**config.mk**
```make
export PLATFORM = sky130hd
export DESIGN_NAME = imem_boot_loader
export DESIGN_NICKNAME = d
export VERILOG_FILES = /design/src/rtl/riscv_pkg.sv /design/src/rtl/byte_word_packer.sv /design/src/rtl/imem_boot_loader.sv
export SDC_FILE = /design/constraint.sdc
export NUM_CORES = 1
export LEC_CHECK = 0
export BUFFER_PORTS_ARGS = -buffer_cell sky130_fd_sc_hd__buf_2
export CAP_MARGIN = 20
export CORE_MARGIN = 8
export CORE_UTILIZATION = 35
export CTS_CLUSTER_SIZE = 25
export DETAILED_ROUTE_END_ITERATION = 6
export PLACE_DENSITY = 0.62
export SLEW_MARGIN = 20
export SYNTH_ARGS = -nofsm -noshare
export SYNTH_HDL_FRONTEND = slang
export SYNTH_HIERARCHICAL = 1
export SYNTH_SLANG_ARGS = --single-unit
export TNS_END_PERCENT = 50
```
**constraint.sdc**
```tcl
create_clock -name clk -period 2.8 [get_ports clk]
set_input_delay 0.28 -clock clk [delete_from_list [all_inputs] [get_ports clk]]
set_output_delay 0.28 -clock clk [all_outputs]
set_load 0.005 [all_outputs]
```
**src/rtl/riscv_pkg.sv**
```systemverilog
// Shared RISC-V core types and constants.
// Includes the boot-loader FSM states and widths.
package riscv_pkg;

  localparam int XLEN       = 32;
  localparam int BOOT_CNT_W = 16;

  typedef enum logic [2:0] {
    LD_LEN0,
    LD_LEN1,
    LD_DATA,
    LD_CHK,
    LD_DONE,
    LD_ERR
  } ld_state_e;

endpackage

```
**src/rtl/byte_word_packer.sv**
```systemverilog
// Packs a little-endian byte stream into XLEN-bit words.
// word_valid pulses for one cycle after every 4th byte.
module byte_word_packer
  import riscv_pkg::*;
(
  input  logic            clk,
  input  logic            rst,
  input  logic            clear,
  input  logic [7:0]      byte_data,
  input  logic            byte_stb,
  output logic [XLEN-1:0] word,
  output logic            word_valid
);

  logic [1:0] idx;

  always_ff @(posedge clk) begin
    if (rst || clear) begin
      idx        <= 2'd0;
      word       <= '0;
      word_valid <= 1'b0;
    end else begin
      word_valid <= byte_stb && (idx == 2'd3);
      if (byte_stb) begin
        // Shift right so the first byte lands in [7:0].
        word <= {byte_data, word[XLEN-1:8]};
        idx  <= idx + 2'd1;
      end
    end
  end

endmodule

```
**src/rtl/imem_boot_loader.sv**
```systemverilog
// Streams a checksummed image into instruction memory and
// holds the core in reset until the image is verified.
module imem_boot_loader
  import riscv_pkg::*;
#(
  parameter int ADDR_W = 8
) (
  input  logic                  clk,
  input  logic                  rst,
  input  logic [7:0]            rx_data,
  input  logic                  rx_valid,
  output logic                  rx_ready,
  input  logic                  load_req,
  output logic                  imem_we,
  output logic [ADDR_W-1:0]     imem_addr,
  output logic [XLEN-1:0]       imem_wdata,
  output logic                  core_rst,
  output logic                  load_done,
  output logic                  load_err,
  output logic [BOOT_CNT_W-1:0] words_loaded
);

  localparam logic [BOOT_CNT_W:0] MAX_CNT =
    (BOOT_CNT_W+1)'(2**ADDR_W);

  ld_state_e state, state_nxt;

  logic [7:0]            cnt_lo;
  logic [BOOT_CNT_W-1:0] cnt;
  logic [BOOT_CNT_W-1:0] cnt_full;
  logic [BOOT_CNT_W+1:0] data_bytes;
  logic [7:0]            csum;
  logic                  xfer;
  logic                  last_byte;
  logic                  restart;
  logic                  pk_valid;
  logic [XLEN-1:0]       pk_word;

  assign xfer      = rx_valid && rx_ready;
  assign cnt_full  = {rx_data, cnt_lo};
  assign last_byte = data_bytes == ({cnt, 2'b00} - 1'b1);
  assign restart   = load_req &&
                     (state == LD_DONE || state == LD_ERR);

  always_ff @(posedge clk) begin
    if (rst) state <= LD_LEN0;
    else     state <= state_nxt;
  end

  always_comb begin
    state_nxt = state;
    unique case (state)
      LD_LEN0: if (xfer) state_nxt = LD_LEN1;
      LD_LEN1: begin
        if (xfer) begin
          if ({1'b0, cnt_full} > MAX_CNT)
            state_nxt = LD_ERR;
          else if (cnt_full == '0)
            state_nxt = LD_CHK;
          else
            state_nxt = LD_DATA;
        end
      end
      LD_DATA: if (xfer && last_byte) state_nxt = LD_CHK;
      LD_CHK: begin
        if (xfer)
          state_nxt = (rx_data == csum) ? LD_DONE : LD_ERR;
      end
      LD_DONE: if (load_req) state_nxt = LD_LEN0;
      LD_ERR:  if (load_req) state_nxt = LD_LEN0;
      default: state_nxt = LD_LEN0;
    endcase
  end

  // Status outputs follow the next state so they line up
  // with the state register rather than lag it.
  always_ff @(posedge clk) begin
    if (rst) begin
      rx_ready  <= 1'b0;
      core_rst  <= 1'b1;
      load_done <= 1'b0;
      load_err  <= 1'b0;
    end else begin
      rx_ready  <= !(state_nxt == LD_DONE ||
                     state_nxt == LD_ERR);
      core_rst  <= state_nxt != LD_DONE;
      load_done <= state_nxt == LD_DONE;
      load_err  <= state_nxt == LD_ERR;
    end
  end

  always_ff @(posedge clk) begin
    if (rst) begin
      cnt_lo       <= '0;
      cnt          <= '0;
      data_bytes   <= '0;
      csum         <= '0;
      words_loaded <= '0;
    end else if (restart) begin
      data_bytes   <= '0;
      csum         <= '0;
      words_loaded <= '0;
    end else begin
      if (pk_valid)
        words_loaded <= words_loaded + 1'b1;
      if (xfer) begin
        unique case (state)
          LD_LEN0: cnt_lo <= rx_data;
          LD_LEN1: begin
            cnt        <= cnt_full;
            data_bytes <= '0;
          end
          LD_DATA: begin
            csum       <= csum ^ rx_data;
            data_bytes <= data_bytes + 1'b1;
          end
          default: ;
        endcase
      end
    end
  end

  byte_word_packer u_packer (
    .clk        (clk),
    .rst        (rst),
    .clear      (restart),
    .byte_data  (rx_data),
    .byte_stb   (xfer && state == LD_DATA),
    .word       (pk_word),
    .word_valid (pk_valid)
  );

  // The write happens the cycle before words_loaded
  // increments, so it still holds this word's index.
  assign imem_we    = pk_valid;
  assign imem_wdata = pk_word;
  assign imem_addr  = words_loaded[ADDR_W-1:0];

endmodule
```
---- Yosys cells after proc, flatten, opt, wreduce, memory -nomap -nowiden ----
Index checks and enable logic that the tools add are counted.
storage, ports and cells
  flip-flop bits (word level) ............. 108
  bits in latches ......................... 0
  RAM bits ................................ 0
  ROM bits ................................ 0
  input port bits ......................... 12
  output and inout port bits .............. 61
  word-level logic and storage cells ...... 59
  memories ................................ 0
operators by class
  $add $sub $neg .......................... 4
  $mul .................................... 0
  divide/modulo/power cells ............... 0
  $lt $le $gt $ge ......................... 1
  equality and inequality tests ........... 11
  shifts and indexed selects .............. 0
  mux-type cells .......................... 10
  bitwise logic cells ..................... 2
  reductions and logical operators ........ 18
operator list
  operator               number
  $pmux 18 s2            1
  $add 18x1->18 const B  1
  $eq 18x18->1           1
  $mux 3                 6
  $sub 18x1->18 const B  1
  $add 16x1->16 const B  1
  $gt 16x9->1 const B    1
  $logic_not 16->1       1
  $pmux 3 s5             1
  $eq 3x3->1 const B     4
  $eq 8x8->1             1
  $xor 8x8->8            1
  $eq 3x2->1 const B     2
  $reduce_and 3->1       2
  $logic_and 1x1->1      5
  $reduce_and 2->1       2
  $reduce_or 2->1        2
  $eq 3x1->1 const B     1
  $logic_not 3->1        1
  $logic_or 1x1->1       3
  $ne 3x3->1 const B     1
  $add 2x1->2 const B    1
  $eq 2x2->1 const B     1
  $mux 1                 2
  3 further kinds        3

---- Logic depth before layout (Yosys ltp) ----
Gate-level depths: netlist (run 1).
  word-level depth ........................ 8
  gate-level depth with buffers ........... 10
  depth with buffers taken out ............ 9

---- Modules after synthesis ----
The synthesis (run 1) kept the hierarchy.
modules (own cells, without submodules)
  module            instances  cells an instance  area each (um2)
  imem_boot_loader  1          467                3803.6
  byte_word_packer  1          115                1297.5

---- Worst setup path after synthesis (run 1) ----
Ideal clock, no wire load.
  kind .................................... register to register
  start point ............................. register cnt[0]
  end point ............................... register load_done
  setup time .............................. 0.116 ns
  arrival time ............................ 2.324 ns
  required time ........................... 2.684 ns
  path slack .............................. 0.360 ns
  stages on the path, launching flop included .. 11
  path buffers ............................ 1
  cells stage by stage .................... dfxtp_1 > inv_1 > ha_1 > or3b_2 > clkbuf_1 > nor4_4 > mux2_1 > mux2i_1 > a32o_1 > nand4_2 > and3_1
on the way
  longest elaborated chain between the ends .. 6
RTL lines
  element                 RTL line                 text
  from (decl)             imem_boot_loader.sv:29   logic [BOOT_CNT_W-1:0] cnt;
  from (signal assigned)  imem_boot_loader.sv:110  cnt <= cnt_full;
  $sub 18x1->18           imem_boot_loader.sv:41   assign last_byte = data_bytes == ({cnt, 2'b00} - 1'b1);
  $eq 18x18->1            imem_boot_loader.sv:41
  $logic_and 1x1->1       imem_boot_loader.sv:64   LD_DATA: if (xfer && last_byte) state_nxt = LD_CHK;
  $mux 3                  imem_boot_loader.sv:64
  $pmux 3 s5              imem_boot_loader.sv:52   unique case (state)
  $eq 3x3->1              imem_boot_loader.sv:87   load_done <= state_nxt == LD_DONE;
  to (signal assigned)    imem_boot_loader.sv:81   load_done <= 1'b0;
  to (signal assigned)    imem_boot_loader.sv:87
  to (decl)               imem_boot_loader.sv:18   output logic load_done,
No other way between the ends.
A chain may end at the register's enable or synchronous reset.

---- Worst setup path in the final report (run 1) ----
Same ends and word-level chain as after synthesis.

==> results of run 1 <==
through the flow:
stage	util, %	std cells	hold slack [ns]	setup WS, ns
floorplan	-	582	0.416	0.360
global placement	37.9	797	0.465	0.331
detailed placement	37.9	797	0.468	0.215
CTS	39.8	812	0.228	0.134
global route	39.8	812	0.241	0.0467
finish	39.8	812	0.240	0.137
state kept, by name, summed over array words and instances (netlist names):
| name | count |
|---|---|
| csum | 8 |
| cnt_lo | 8 |
| u_packer/word_valid | 1 |
| data_bytes | 18 |
| state | 3 |
| words_loaded | 16 |
| core_rst | 1 |
| u_packer/idx | 2 |
| load_err | 1 |
| cnt | 16 |
| u_packer/word | 32 |
| load_done | 1 |
| rx_ready | 1 |
layout by cell type (no fill, tap or decap), types with 4 or more instances in the layout:
master,n
xnor2_1,28
nand3_1,20
nand2_1,72
buf_4,4
mux2i_1,43
a211oi_1,5
dfxtp_1,108
or2_2,8
nand4_1,8
and3_1,7
ha_1,4
nor4_1,6
clkbuf_16,9
nor2_1,86
a21oi_1,32
o21ai_0,14
or3_1,6
buf_2,72
xor2_1,25
nor3_1,11
cells by family (layout without fill, tap and decap cells):
group	Yosys count	in the layout	synth area share, %
multiplexers	45	45	8.88
AO/OA/AOI/OAI	72	72	8.56
buffers and inverters	50	96	6.06
AND/OR/NAND/NOR	250	250	24.0
flip-flops	108	108	42.4
XOR/XNOR	53	53	9.10
adder cells (fa/ha/maj)	4	4	0.981
area by class of cell:
| cell class | count | share of cell area (%) |
|---|---|---|
| sequential | 108 | 37.8 |
| timing repair buffer | 77 | 7.17 |
| tap | 184 | 4.02 |
| clock inverter | 5 | 0.766 |
| inverter | 4 | 0.262 |
| clock buffer | 10 | 4.00 |
| multi-input combinational | 424 | 46.0 |
metal layers:
metal	GRT usage (%)	routed length, um	up-vias
li1	-	-	2071
met1	15.9	5300	1909
met2	20.4	5740	88
met3	2.50	426	15
met4	5.61	227	0
met5	0	0	-
where the power goes:
| part | total [mW] | switching, mW | internal (mW) |
|---|---|---|---|
| combinational | 0.151 | 0.0934 | 0.0580 |
| sequential | 1.56 | 0.0153 | 1.55 |
| clock | 1.19 | 0.580 | 0.612 |
| total | 2.91 | 0.689 | 2.22 |
worst reg2reg max path, cell delays in order (launching register included):
cell and delay [ns]:
dfxtp_1 0.35, inv_1 0.07, ha_1 0.21, or3b_2 0.59, nor4_4 0.28, mux2_1 0.35
mux2i_1 0.17, a32o_1 0.18, nand4_2 0.14, and3_1 0.21
path summary, 6_finish.rpt:
kind                               end  slack, ns  depth (start not counted)
setup / recovery  load_done$_SDFF_PP0_       0.14                          9
hold / removal    cnt[13]$_SDFFE_PP0P_       0.24                          3
setup reg to reg  load_done$_SDFF_PP0_       0.14                          9
hold reg to reg    cnt[7]$_SDFFE_PP0P_       0.47                          2
==> reports/metrics.cfg, run 1 <==
[placed_design]
gp_congestion = 0.855
placed_area_um2 = 5450
io_buffers = 72
place_hpwl_mm = 8.31

[clock_network]
cts.repair.resized = 0
cts_tree = yes
clk_path_buf_depth = 2
root_buffer = clkbuf_16
clkSinkCount = 108
htreeDepth = 3
clk_pin_slew_ns = 0.07
postCtsHoldBufs = 0
insertion_delay_ns = 0.35
cts_setup_buffers = 0
cts_buffers = 9

[synth]
syn_area_per_cell_um2 = 8.76
synth.most_common_cell = dfxtp_1
yosys.area.top_type_share_pct = 42.4
yosysTopAreaCell = dfxtp_1
syn_area_um2 = 5100
synth_commonest_cells = 108 x dfxtp_1, 86 x nor2_1, 72 x nand2_1
ys_seq_area_share_pct = 42.4
synth_edf_count = 0
netlist_instances = 582
async_flop_share_pct = 0
synth.distinct_cells = 60
synth_nets = 598
synthTopCellsByArea = dfxtp_1 42%, mux2i_1 8.4%, nor2_1 6.3%, nand2_1 5.3%, xnor2_1 4.8%
ys.flop_type = dfxtp_1
ys_ff_latch = 108
ys_warn_count = 6

[sta]
max_slew.worst_pin.slew_ns = 0.819
finalCritPeriodShare_pct = 95.1
hold_viol = 0
finalSetupViolCount = 0
finalCriticalPeriod_ns = 2.66
rsz0062_at_grt = no
finalSetupTns_ns = 0
fmax_mhz = 376
fin_worst_skew_ns = 0.0109
relSlewSlack_pct = 45.4
slew_viol_final = 0

[route]
routedWlPerCell_um = 14.4
drtIter0Drc = 215
vias_per_cell = 5.03
ant_nets = 0
drt_pass1_iterations = 4
drc = 0
finalWirelength_mm = 11.7
vias = 4083

[power_and_ir_drop]
p_total_mw = 2.91
total_leakage_power_nw = 2.17
irDropWorstVdd_v = 0.000302
power_density_nw_per_um2 = 508

[grt]
grt_util_all_layers_pct = 12.6
antenna_found_initial = 0
grt_start_max_net_pins = 53
grt_first_pass_wirelength_mm = 19.1
overflow = 0
grt_pass1_vias = 3811

[final_layout]
finalNetCount = 640
multiInputGateArea_um2 = 2630
final_cell_area_um2 = 5720
drive_above_1_share_pct = 17.7
seq_area_um2 = 2160
synthToLayoutAreaGrowth_pct = 12.1
n_antenna_cell = 0
nFillCells = 1434

[setup_path]
slowest_delay_ns = 0.59
worstPathMaxFanout = 6
start_kind = register
critical_path.top_delay_family = simple AND/OR/NAND/NOR gates
crit_path_cell_trace = inv_1 > ha_1 > or3b_2 > nor4_4 > mux2_1 > mux2i_1 > a32o_1 > nand4_2 > and3_1
cp.arrival_ns = 2.90
crit_path_end_kind = register
worst-path-buf-inv = 1
critical-path-slowest-cell = or3b_2
critPathLaunch = cnt[0]$_SDFFE_PP0P_
criticalPathCategory = register to register
required_ns = 3.04
r2r_start = cnt[0]$_SDFFE_PP0P_

[job]
maxCapViolCount = 0

[die]
initial_core_util_pct = 35.5
die_y_um = 137
ios = 73
fp.dieArea_um2 = 18700
core_um2 = 14400
fp.dieW_um = 137
rows = 44

[hold_path]
hold_start = rx_data[5]
hold_class = input port to register

[status]
status = complete, no violations

Power figures use the tool's default switching activity.
==> inputs of run 2 (changes only) <==
--- a/config.mk
+++ b/config.mk
@@ -9,7 +9,6 @@
 export CAP_MARGIN = 20
 export CORE_MARGIN = 8
 export CORE_UTILIZATION = 35
-export CTS_CLUSTER_SIZE = 25
 export DETAILED_ROUTE_END_ITERATION = 6
 export PLACE_DENSITY = 0.62
 export SLEW_MARGIN = 20
==> constraint.sdc (replaced) <==
create_clock -name clk -period 2.6 [get_ports clk]
set_input_delay 0.26 -clock clk [delete_from_list [all_inputs] [get_ports clk]]
set_output_delay 0.26 -clock clk [all_outputs]
set_load 0.005 [all_outputs]
==> run 2 against run 1 <==
- count of clock-buffer cells in the layout did not move
- routed wire length rose by 0.49%
- sequential power up 8%
==> reports/metrics.cfg, run 2 (synthesis gave the netlist of run 1 again) <==
[status]
status = complete, no violations

[final_layout]
reg_top3 = u_packer/word x32, data_bytes x18
most-common-layout-cells = 108 x dfxtp_1, 86 x nor2_1, 72 x nand2_1, 72 x buf_2, 43 x mux2i_1
n_antenna_cell = 0
mostFrequentLayoutCell = dfxtp_1
finalNetCount = 645
final_util_pct = 40.4
largest_reg_flops = 32
fin_cells = 818
final_cell_area_um2 = 5810
largest_register = u_packer/word
drive_above_1_share_pct = 18.8
synthToLayoutAreaGrowth_pct = 13.8

[sta]
max_slew.worst_pin.slew_ns = 0.863
slew_viol_final = 0
finalSetupTns_ns = 0
fmax_mhz = 407
finalCriticalPeriod_ns = 2.45
finalSetupViolCount = 0
rsz0062_at_grt = no
fin_hold_ws_ns = 0.205
relSlewSlack_pct = 42.4
finalCritPeriodShare_pct = 94.4
fin_worst_skew_ns = 0.00715
hold_viol = 0

[placed_design]
place_hpwl_mm = 8.51
io_buffers = 72
gp_congestion = 0.824
place_inst = 802
placed_area_um2 = 5490

[setup_path]
start_kind = register
required_ns = 2.89
worstPathMaxFanout = 6
crit_path_end_kind = register
cp.arrival_ns = 2.75
criticalPathCategory = register to register

[clock_network]
postCtsHoldBufs = 0
clk_pin_slew_ns = 0.07
cts_buffers = 9
htreeDepth = 3
insertion_delay_ns = 0.35
cts_tree = yes
clk_path_buf_depth = 2
root_buffer = clkbuf_16
cts.repair.resized = 0
clkSinkCount = 108
cts_setup_buffers = 0

[route]
drt_pass1_iterations = 5
drtIter0Drc = 280
finalWirelength_mm = 11.7
drc = 0
vias = 4124
routedWlPerCell_um = 14.4
vias_per_cell = 5.04
ant_nets = 0

[grt]
overflow = 0
grt_pass1_vias = 4040
grt_first_pass_wirelength_mm = 19.7
grt_start_max_net_pins = 53
grt_util_all_layers_pct = 13.1
antenna_found_initial = 0

[die]
core_um2 = 14400
fp.dieW_um = 137
die_y_um = 137
ios = 73
fp.dieArea_um2 = 18700
rows = 44
initial_core_util_pct = 35.5

[power_and_ir_drop]
total_leakage_power_nw = 2.22
switching_share_pct = 23.1
pwr-share-comb_pct = 5.2
p_int_mw = 2.52
irDropWorstVdd_v = 0.000357
pwr-share-clk_pct = 43.6
switchingPower_mw = 0.760
seq_power_share_pct = 51.1
power_density_nw_per_um2 = 566

[job]
maxCapViolCount = 0

[hold_path]
hold_class = input port to register

==> run 2: cell count changes in the layout (fill, tap and decap cells not counted), sizes merged <==
cell	previous run	this run
inv	7	8
clkinv	2	1
bufinv	0	1
buf	77	82
==> run 2: cell type report <==
| class | count | area [um^2] |
|---|---|---|
| Fill cell | 1480 | 8560 |
| Clock inverter | 6 | 76.3 |
| Multi-Input combinational cell | 424 | 2640 |
| Timing Repair Buffer | 82 | 448 |
| Sequential cell | 108 | 2160 |
| Clock buffer | 10 | 239 |
| Inverter | 4 | 15.0 |
| Tap cell | 184 | 230 |
==> run 2: stage by stage <==
stage / setup slack, ns / power, mW
after floorplan: 0.160 / 1.84
after global placement: 0.140 / 1.88
after detailed placement: 0.0656 / 1.89
after CTS: 0.0484 / 3.33
after global routing: 0.0109 / 3.42
final: 0.146 / 3.28
==> run 2: worst max-delay path, cell delays in order, from the launching register on <==
cell and delay [ns]:
dfxtp_1 0.35, or4_1 0.64, buf_4 0.21, nor4_4 0.30
nor3_1 0.08, o41ai_1 0.38, o41ai_1 0.16, nand4_2 0.12
and3_1 0.15
==> run 2: per-layer routing <==
layer  track usage (%)  vias to the layer above  routed length (um)
li1                  -                     2072                   -
met1              15.4                     1950                5270
met2              22.0                       89                5800
met3              3.08                       13                 456
met4              6.10                        0                 221
met5                 0                        -                   0
==> run 2: path summary, 6_finish.rpt <==
kind | start | to | slack (ns) | depth (start not counted)
setup / recovery | cnt[0]$_SDFFE_PP0P_ | load_done$_SDFF_PP0_ | 0.15 | 8
hold / removal | rx_data[6] | cnt[14]$_SDFFE_PP0P_ | 0.20 | 3
setup reg to reg | cnt[0]$_SDFFE_PP0P_ | load_done$_SDFF_PP0_ | 0.15 | 8
hold reg to reg | cnt_lo[3]$_SDFFE_PP0P_ | cnt[3]$_SDFFE_PP0P_ | 0.48 | 2
==> run 2: power by group through the flow <==
stage / sequential, mW / clock, mW / combinational [mW]
after floorplan: 1.71 / 0 / 0.131
after global placement: 1.72 / 0 / 0.166
after detailed placement: 1.72 / 0 / 0.170
after CTS: 1.68 / 1.48 / 0.171
after global routing: 1.68 / 1.55 / 0.190
final: 1.68 / 1.43 / 0.171
